## src/rtl/cam_frame_capture.sv

```systemverilog
// OV7670 capture front end: resynchronises the camera bus into clk, packs two bytes per
// RGB444 pixel and writes one complete frame linearly into the frame buffer.
module cam_frame_capture #(
  parameter int N_ROWS = 120,
  parameter int N_COLS = 160,
  parameter int AW     = 15,
  parameter int DW     = 12
) (
  input  logic          clk,
  input  logic          rst,
  input  logic          init_capture,
  input  logic          cam_pclk,
  input  logic          cam_vsync,
  input  logic          cam_href,
  input  logic [7:0]    cam_data,
  output logic [AW-1:0] cap_addr_out,
  output logic [DW-1:0] cap_data_out,
  output logic          cap_we,
  output logic          busy,
  output logic          done,
  output logic          overflow
);

  localparam int              N_PIX     = N_ROWS * N_COLS;
  localparam logic [AW-1:0]   LAST_ADDR = AW'(N_PIX - 1);

  typedef enum logic [2:0] {
    S_IDLE,
    S_ARM,
    S_WAIT_SOF,
    S_CAPTURE,
    S_DONE
  } state_t;

  state_t state, state_nxt;

  // Two-flop synchronisers for the camera bus.
  logic       pclk_s1, pclk_s2, pclk_d;
  logic       vsync_s1, vsync_s2, vsync_d;
  logic       href_s1, href_s2, href_d;
  logic [7:0] data_s1, data_s2;

  // Registered event stage: every camera event the FSM sees is aligned here.
  logic       ev_pclk_rise, ev_href, ev_href_fall;
  logic       ev_vsync, ev_vsync_rise, ev_vsync_fall;
  logic [7:0] ev_data;

  logic       init_d;
  logic       init_rise;

  logic       phase;
  logic [3:0] hi_nib;
  logic       full;

  assign init_rise = init_capture & ~init_d;

  // NOTE: every clocked block uses non-blocking assignments so all flops sample
  // the same pre-edge values; blocking here would collapse the synchroniser chain.
  always_ff @(posedge clk) begin
    if (rst) begin
      pclk_s1       <= 1'b0;
      pclk_s2       <= 1'b0;
      pclk_d        <= 1'b0;
      vsync_s1      <= 1'b0;
      vsync_s2      <= 1'b0;
      vsync_d       <= 1'b0;
      href_s1       <= 1'b0;
      href_s2       <= 1'b0;
      href_d        <= 1'b0;
      data_s1       <= '0;
      data_s2       <= '0;
      ev_pclk_rise  <= 1'b0;
      ev_href       <= 1'b0;
      ev_href_fall  <= 1'b0;
      ev_vsync      <= 1'b0;
      ev_vsync_rise <= 1'b0;
      ev_vsync_fall <= 1'b0;
      ev_data       <= '0;
      init_d        <= 1'b0;
    end else begin
      pclk_s1       <= cam_pclk;
      pclk_s2       <= pclk_s1;
      pclk_d        <= pclk_s2;
      vsync_s1      <= cam_vsync;
      vsync_s2      <= vsync_s1;
      vsync_d       <= vsync_s2;
      href_s1       <= cam_href;
      href_s2       <= href_s1;
      href_d        <= href_s2;
      data_s1       <= cam_data;
      data_s2       <= data_s1;
      // Data and href come from the same stage as the pclk edge they belong to.
      ev_pclk_rise  <= pclk_s2 & ~pclk_d;
      ev_href       <= href_s2;
      ev_href_fall  <= ~href_s2 & href_d;
      ev_vsync      <= vsync_s2;
      ev_vsync_rise <= vsync_s2 & ~vsync_d;
      ev_vsync_fall <= ~vsync_s2 & vsync_d;
      ev_data       <= data_s2;
      init_d        <= init_capture;
    end
  end

  always_ff @(posedge clk) begin
    if (rst) state <= S_IDLE;
    else     state <= state_nxt;
  end

  // NOTE: next-state and outputs get defaults before the case so no path
  // leaves them unassigned, which would otherwise infer latches.
  always_comb begin
    state_nxt = state;
    busy      = 1'b0;
    done      = 1'b0;
    unique case (state)
      S_IDLE: begin
        if (init_rise) state_nxt = S_ARM;
      end
      S_ARM: begin
        busy = 1'b1;
        if (ev_vsync) state_nxt = S_WAIT_SOF;
      end
      S_WAIT_SOF: begin
        busy = 1'b1;
        if (ev_vsync_fall) state_nxt = S_CAPTURE;
      end
      S_CAPTURE: begin
        busy = 1'b1;
        if (ev_vsync_rise) state_nxt = S_DONE;
      end
      S_DONE: begin
        done = 1'b1;
        if (init_rise) state_nxt = S_ARM;
      end
      default: state_nxt = S_IDLE;
    endcase
  end

  // Pixel assembly and write port.
  always_ff @(posedge clk) begin
    if (rst) begin
      cap_addr_out <= '0;
      cap_data_out <= '0;
      cap_we       <= 1'b0;
      overflow     <= 1'b0;
      phase        <= 1'b0;
      hi_nib       <= '0;
      full         <= 1'b0;
    end else begin
      cap_we <= 1'b0;

      // The address moves on only after the write strobe has used it; the last
      // location is sticky so an oversize frame can never wrap onto pixel 0.
      if (cap_we) begin
        if (cap_addr_out == LAST_ADDR) full <= 1'b1;
        else                           cap_addr_out <= cap_addr_out + 1'b1;
      end

      if (state == S_CAPTURE && !ev_vsync_rise) begin
        if (ev_href_fall) begin
          phase <= 1'b0;
        end else if (ev_pclk_rise && ev_href) begin
          if (!phase) begin
            hi_nib <= ev_data[3:0];
            phase  <= 1'b1;
          end else begin
            phase <= 1'b0;
            if (full) begin
              overflow <= 1'b1;
            end else begin
              cap_we       <= 1'b1;
              cap_data_out <= DW'({hi_nib, ev_data});
            end
          end
        end
      end

      if (state == S_WAIT_SOF && ev_vsync_fall) begin
        cap_addr_out <= '0;
        phase        <= 1'b0;
        overflow     <= 1'b0;
        full         <= 1'b0;
      end
    end
  end

endmodule

```

## config.mk

```make
export PLATFORM = sky130hd
export DESIGN_NAME = cam_frame_capture
export DESIGN_NICKNAME = d
export VERILOG_FILES = /design/src/rtl/cam_frame_capture.sv
export SDC_FILE = /design/constraint.sdc
export NUM_CORES = 1
export LEC_CHECK = 0
export BUFFER_PORTS_ARGS = -buffer_cell sky130_fd_sc_hd__buf_2
export CAP_MARGIN = 20
export CORE_ASPECT_RATIO = 0.75
export CORE_MARGIN = 5
export CORE_UTILIZATION = 47
export DETAILED_ROUTE_END_ITERATION = 7
export PLACE_DENSITY_LB_ADDON = 0.3
export SLEW_MARGIN = 20
export SYNTH_ARGS = -nofsm -noshare
export SYNTH_HDL_FRONTEND = slang
export SYNTH_SLANG_ARGS = --single-unit
```

## constraint.sdc

```tcl
create_clock -name clk -period 1.85 [get_ports clk]
set_input_delay 0 -clock clk [delete_from_list [all_inputs] [get_ports clk]]
set_output_delay 0 -clock clk [all_outputs]
set_load 0.005 [all_outputs]
```

* Word level (Yosys, flattened, before mapping) *
Index checks and enable logic that the tools add are counted.

word-level totals
  flip-flop bits (word level) = 76
  latch bits = 0
  memory bits (writable) = 0
  bits in read-only memories = 0
  bits of input ports = 14
  output and inout port bits = 31
  logic and storage cells = 79
  memories kept = 0

operators by class
  $add $sub $neg = 1
  multiply operators = 0
  divide/modulo/power cells = 0
  magnitude comparators = 0
  equality and inequality tests = 9
  shifts and indexed selects = 0
  mux-type cells = 11
  bitwise gates (word level) = 16
  reductions and logical operators = 17

operator list
  kind                   number
  $add 15x1->15 const B  1
  $eq 15x15->1 const B   1
  $mux 3                 4
  $pmux 3 s4             1
  $not 1->1              11
  $reduce_and 5->1       2
  $reduce_and 4->1       2
  $eq 3x2->1 const B     2
  $mux 1                 6
  $ne 2x2->1 const B     3
  $reduce_and 2->1       3
  $and 1x1->1            5
  $reduce_or 5->1        1
  $reduce_or 2->1        2
  $eq 3x1->1 const B     1
  $eq 3x3->1 const B     1
  $logic_and 1x1->1      3
  $logic_not 3->1        1
  $reduce_or 3->1        1
  $ne 2x1->1 const B     1
  $reduce_bool 2->1      1
  $logic_not 1->1        1

* Longest topological paths before layout *
Gate-level depths: netlist of run 1.

  depth in word-level cells = 4
  gate-level depth with buffers = 6
  mapped depth without buffers = 5

* Worst setup path before layout of run 1 *
OpenSTA, ideal clock, no wires.

  kind = reg2reg
  start = reg state[2]
  end = reg cap_data_out[10]
  library setup time = 128 ps
  data arrival time = 1,415 ps
  data required time = 1,722 ps
  setup slack = 307 ps
  cell stages (with the launch flop) = 7
  buffers on the path = 2
  period minus slack after synthesis = 1,543 ps
  cells stage by stage = dfxtp_1 > buf_6 > nand4bb_4 > nor4_4 > buf_6 > mux2i_1 > nor2_1

on the way
  word-level cells in the longest chain between the ends = 3

RTL lines
  item                               RTL line  text
  start: declaration                 35        state_t state, state_nxt;
  start signal: assignment           106       else state <= state_nxt;
  $eq 3x2->1                         159       if (state == S_CAPTURE && !ev_vsync_rise) begin
  $logic_and 1x1->1                  159
  $reduce_and 5->1 (no source line)  n/a
  end signal: assignment             172       cap_data_out <= DW'({hi_nib, ev_data});
  end: declaration                   17        output logic [DW-1:0] cap_data_out,

Every way passes these cells.
A chain may end at the register's enable or synchronous reset.

* Worst setup path after layout of run 1 *
  start = reg cap_addr_out[1]
  end = reg cap_addr_out[2]

on the way
  word-level cells in the longest chain between the ends = 3
  elaborated cells on any way between the ends = 4
  classes of those cells = 1 x add/sub; 1 x eq/ne; 1 x bitwise; 1 x reduce/logical

RTL lines
  item                                                                   RTL line  text
  start: declaration                                                     16        output logic [AW-1:0] cap_addr_out,
  start signal: assignment                                               156       else cap_addr_out <= cap_addr_out + 1'b1;
  parallel branches: the longest is 3 deep, another holds $add 15x1->15  n/a

Parallel ways; which one is timed is not known.

==> out/qor.txt, run 1 <==
most frequent cells in the layout = dfxtp_1 (76), buf_2 (44), nor2b_1 (38)
slew margin rel. = 56.9%
setup TNS = 0 ps
non-filler cells, final = 406
1st-pass router iterations = 4
Min-Delay Path Class = input pin to flop
Root Buffer = clkbuf_8
RSZ-0062 raised after global routing = no
Avg WL per Cell = 11.8 microns
Tot GR Track Use = 14.0%
layout cells sized above 1 = 22.3%
GRT met2 Usage = 22.5%
Post-synth EDFFs = 0
row count = 24
worst vdd rail ir drop = 0.000523 V
Starting Density = 47.8%
Max Freq = 603 MHz
Clk network pwr share = 43.8%
post-layout minimum cycle time = 1660 ps
final net count = 338
Die Width = 98.1 microns
Seq/Total Area, Yosys = 55.6%
Worst Setup End Kind = flop
number of I/O port buffers = 44
measured slew at the worst slew-check pin = 647 ps
vias in the first global route = 1867
n_diodes = 0
Critical path origin = cap_addr_out[1]
First DRT Iteration DRCs = 72
die area = 0.00747 sq mm
global placement routability congestion = 0.767
status = finished clean
GRT busiest layer = met2
HPWL after DPL = 3060 microns
critical path class = flop to flop
Sw Share = 20.3%
CTS Buf Count = 9
clock transition at the registers of the reported paths = 70 ps
Setup violations, final = 0
final core occ = 58.8%
Max Root-Sink Buffers = 2
total grt overflow = 0
largest net degree at the start of global routing = 58
most common cell after layout, fill and taps aside = dfxtp_1
leakage = 0.00133 uW
FF-to-FF Start = cap_addr_out[1]
synthesis warning total = 0
Worst EP required = 2040 ps
Net Sw Power = 641 uW
Primary FF master, synth = dfxtp_1
initial antenna violation count = 0
I/O pin total = 45
final slew viol count = 0
ys async rst share = 0%
Arr. time, crit path = 1850 ps
DRC = 0
GR met1 Demand/Resource = 16.4%
Final Hold Vio Count = 0
Post-DRT Antenna Nets = 0
worst hold start = rst
CTS tree = built
PwrDens = 938 mW/mm^2
post-synthesis cell count = 265
fillers = 501
startpoint types = flop
H-tree depth reported by CTS = 3
Avg Vias per Cell = 4.77
clock sink total = 76
DR vias = 1936
Distinct cells, synth = 40
Post-Route WL = 4780 microns
met3 GRT Util = 5.95%
#FFs+latches synth = 76
synthesized area = 0.00274 sq mm
Comb pwr share = 3.0%
Final period util = 89.6%
Post-Syn Area per Cell = 10.3 sq um
Post-Route Skew = 9.43 ps
Core Box Area = 0.00574 sq mm
CP Max Fanout = 15
Internal = 2520 uW
post-synthesis net count = 280
worst hold margin = 249 ps
sequential share of power = 53.2%
max-cap violation count = 0
Die Y = 76.1 microns
clock latency on the worst-skew pair = 340 ps
P&R area growth vs syn = 23.2%
global-route wire length before repair = 8450 microns
Placed Instances = 378
-- flip-flops by register name, summed over array words and instances, names as in the netlist, 3 cells and up --
signal	flops
data_s1	8
hi_nib	4
data_s2	8
ev_data	8
cap_addr_out	15
cap_data_out	12
state	3
-- metal layers --
| metal | wire length (microns) | vias to the layer above |
|---|---|---|
| li1 | - | 1015 |
| met3 | 271 | 10 |
| met2 | 2140 | 34 |
| met4 | 92 | 0 |
| met1 | 2280 | 877 |
| met5 | 0 | - |
-- power groups by stage --
stage                     clock [uW]  combinational [uW]  sequential, uW
after floorplan                    0                58.8            1710
final                           1390                95.4            1680
after global routing            1490                 108            1690
after detailed placement           0                76.1            1720
after CTS                       1430                95.3            1680
after global placement             0                75.3            1720
-- worst max-delay path, cell delays in order, from the launching register on --
cell and delay (ps):
dfxtp_1 390, ha_1 220, nand4_1 200, nor4_4 300
buf_4 220, or3_1 130, a21oi_1 60
-- Yosys cell counts, types with 2 or more instances --
| cell type | instances | area, sq um |
|---|---|---|
| or3_1 | 10 | 62.6 |
| nor2_1 | 25 | 93.8 |
| nand3_1 | 6 | 30.0 |
| nand2_1 | 7 | 26.3 |
| nor3b_1 | 3 | 22.5 |
| nor3_2 | 2 | 20.0 |
| buf_6 | 3 | 33.8 |
| nor4_4 | 2 | 42.5 |
| and3_1 | 2 | 12.5 |
| o21ai_1 | 3 | 15.0 |
| buf_1 | 3 | 11.3 |
| nor2b_1 | 38 | 238 |
| dfxtp_1 | 76 | 1520 |
| and4_1 | 3 | 26.3 |
| a21oi_1 | 15 | 75.1 |
| buf_2 | 6 | 30.0 |
| xor2_1 | 3 | 26.3 |
| o21a_1 | 2 | 15.0 |
| clkbuf_1 | 3 | 11.3 |
| nand4_1 | 4 | 25.0 |
| nor3_1 | 4 | 20.0 |
| o21ai_0 | 8 | 40.0 |
| nand3b_1 | 2 | 15.0 |
| mux2i_1 | 16 | 160 |
| inv_1 | 4 | 15.0 |
-- final timing paths --
check	end	slack (ps)	cells past startpoint
setup / recovery	cap_addr_out[2]	190	6
hold / removal	data_s1[4]	250	3
setup reg to reg	cap_addr_out[2]	190	6
hold reg to reg	ev_pclk_rise	390	1
-- layout make-up --
class | count | area, sq um | share of cell area [%]
sequential | 76 | 1520 | 45.1
inverter | 4 | 15.0 | 0.445
tap | 78 | 97.6 | 2.89
clock inverter | 5 | 83.8 | 2.49
multi-input combinational | 169 | 1110 | 32.9
clock buffer | 11 | 141 | 4.19
timing repair buffer | 63 | 405 | 12.0
-- kinds of logic (layout without fill, tap and decap cells) --
group,Yosys count,count (layout),share of synthesized area (%)
adder cells (fa/ha/maj),1,1,0.457
XOR/XNOR,3,3,0.960
buffers and inverters,20,83,3.97
multiplexers,16,16,5.85
AND/OR/NAND/NOR,117,117,26.8
AO/OA/AOI/OAI,32,32,6.40
flip-flops,76,76,55.6
-- repair_timing --
action | CTS | global route
buffers inserted | 0 | 0
setup endpoints to repair | 0 | 0
hold endpoints to repair | 12 | 0
hold buffers | 12 | 0
gates resized for setup | 0 | 0
-- through the flow --
stage	power (uW)	setup slack [ps]	cell area, sq um
2_1_floorplan	1770	307	2740
3_3_place_gp	1790	244	3030
3_5_place_dp	1800	204	3030
4_1_cts	3210	194	3370
5_1_grt	3290	28.9	3370
6_report	3160	193	3370
Power figures use the tool's default switching activity.
==> inputs of run 2 (changes only) <==
MAX_ROUTING_LAYER = met4   (was unset)
==> out/qor.txt, run 2 (synthesis gave the netlist of run 1 again) <==
global-route wire length before repair = 8460 microns
Max Root-Sink Buffers = 2
worst hold start = rst
Min-Delay Path Class = input pin to flop
Regs by FF count = cap_addr_out: 15 flops, cap_data_out: 12 flops
critical path class = flop to flop
final slew viol count = 0
clock latency on the worst-skew pair = 340 ps
worst vdd rail ir drop = 0.000524 V
Post-DRT Antenna Nets = 0
Worst EP required = 2040 ps
die area = 0.00747 sq mm
HPWL after DPL = 3060 microns
PwrDens = 937 mW/mm^2
post-layout minimum cycle time = 1660 ps
Worst Setup End Kind = flop
measured slew at the worst slew-check pin = 645 ps
Post-Route WL = 4780 microns
worst hold margin = 252 ps
RSZ-0062 raised after global routing = no
CTS Buf Count = 9
total grt overflow = 0
leakage = 0.00133 uW
final instance area = 0.00337 sq mm
DRC = 0
final core occ = 58.8%
max reg flops = 15
initial antenna violation count = 0
slew margin rel. = 57.0%
cts repair resizes = 0
largest net degree at the start of global routing = 58
CP Max Fanout = 15
Most flops, register = cap_addr_out
P&R area growth vs syn = 23.2%
Setup violations, final = 0
Avg Vias per Cell = 4.76
setup TNS = 0 ps
most common cell after layout, fill and taps aside = dfxtp_1
Die Y = 76.1 microns
Post-Route Skew = 8.20 ps
Final period util = 89.7%
DR vias = 1934
Post-CTS Setup Bufs = 0
vias in the first global route = 1860
clock sink total = 76
final net count = 338
fillers = 501
row count = 24
First DRT Iteration DRCs = 81
Core Box Area = 0.00574 sq mm
FF-to-FF Start = cap_addr_out[1]
Final Hold Vio Count = 0
1st-pass router iterations = 4
placed cell area = 0.00303 sq mm
most frequent cells in the layout = dfxtp_1 (76), buf_2 (44), nor2b_1 (38)
layout cells sized above 1 = 22.3%
clock transition at the registers of the reported paths = 70 ps
status = finished clean
max-cap violation count = 0
Starting Density = 47.8%
startpoint types = flop
n_diodes = 0
Tot GR Track Use = 14.3%
CTS tree = built
Critical path origin = cap_addr_out[1]
Arr. time, crit path = 1850 ps
Max Freq = 603 MHz
global placement routability congestion = 0.777
post-cts hold buffer count = 12
Root Buffer = clkbuf_8
Avg WL per Cell = 11.8 microns
number of I/O port buffers = 44
I/O pin total = 45
Die Width = 98.1 microns
H-tree depth reported by CTS = 3
## run 2: cell counts in the layout (fill, tap and decap cells not counted)
No cell type changed its count.
## run 2: layer usage
layer	wire length [microns]	GRT usage, %	up-vias
met5	0	-	-
met4	60	5.73	0
met3	262	5.49	5
met2	2160	22.4	37
met1	2300	16.6	877
li1	-	-	1015
## run 2: worst paths after layout
| path | slack [ps] | cells after the start | end |
|---|---|---|---|
| max | 190 | 6 | cap_addr_out[1] |
| min | 250 | 3 | data_s1[4] |
| max reg2reg | 190 | 6 | cap_addr_out[1] |
| min reg2reg | 390 | 1 | ev_pclk_rise |
## run 2: final cells by class
| type | instances | area, sq um | area share (%) |
|---|---|---|---|
| Clock buffer | 11 | 141 | 4.19 |
| Clock inverter | 5 | 83.8 | 2.49 |
| Inverter | 4 | 15.0 | 0.445 |
| Multi-Input combinational cell | 169 | 1110 | 32.9 |
| Sequential cell | 76 | 1520 | 45.1 |
| Tap cell | 78 | 97.6 | 2.89 |
| Timing Repair Buffer | 63 | 405 | 12.0 |
## run 2: power by group
part           internal (uW)  leakage [uW]  switching, uW  total, uW
clock network            801      0.000106            582       1380
registers               1670      0.000619           13.3       1680
logic                   52.4      0.000604           42.9       95.3
## run 2: per-stage QoR
stage / worst slack [ps] / power, uW / std cells
4_1_cts: 194 / 3210 / 406
6_report: 190 / 3160 / 406
2_1_floorplan: 307 / 1770 / 265
3_5_place_dp: 204 / 1800 / 378
5_1_grt: 28.9 / 3290 / 406
3_3_place_gp: 244 / 1790 / 378
## run 2: critical path, stage by stage, from the launching register on
cell and delay, ps:
dfxtp_1 390, ha_1 220, nand4_1 200, nor4_4 300
buf_4 220, nand3b_1 120, a21oi_1 60
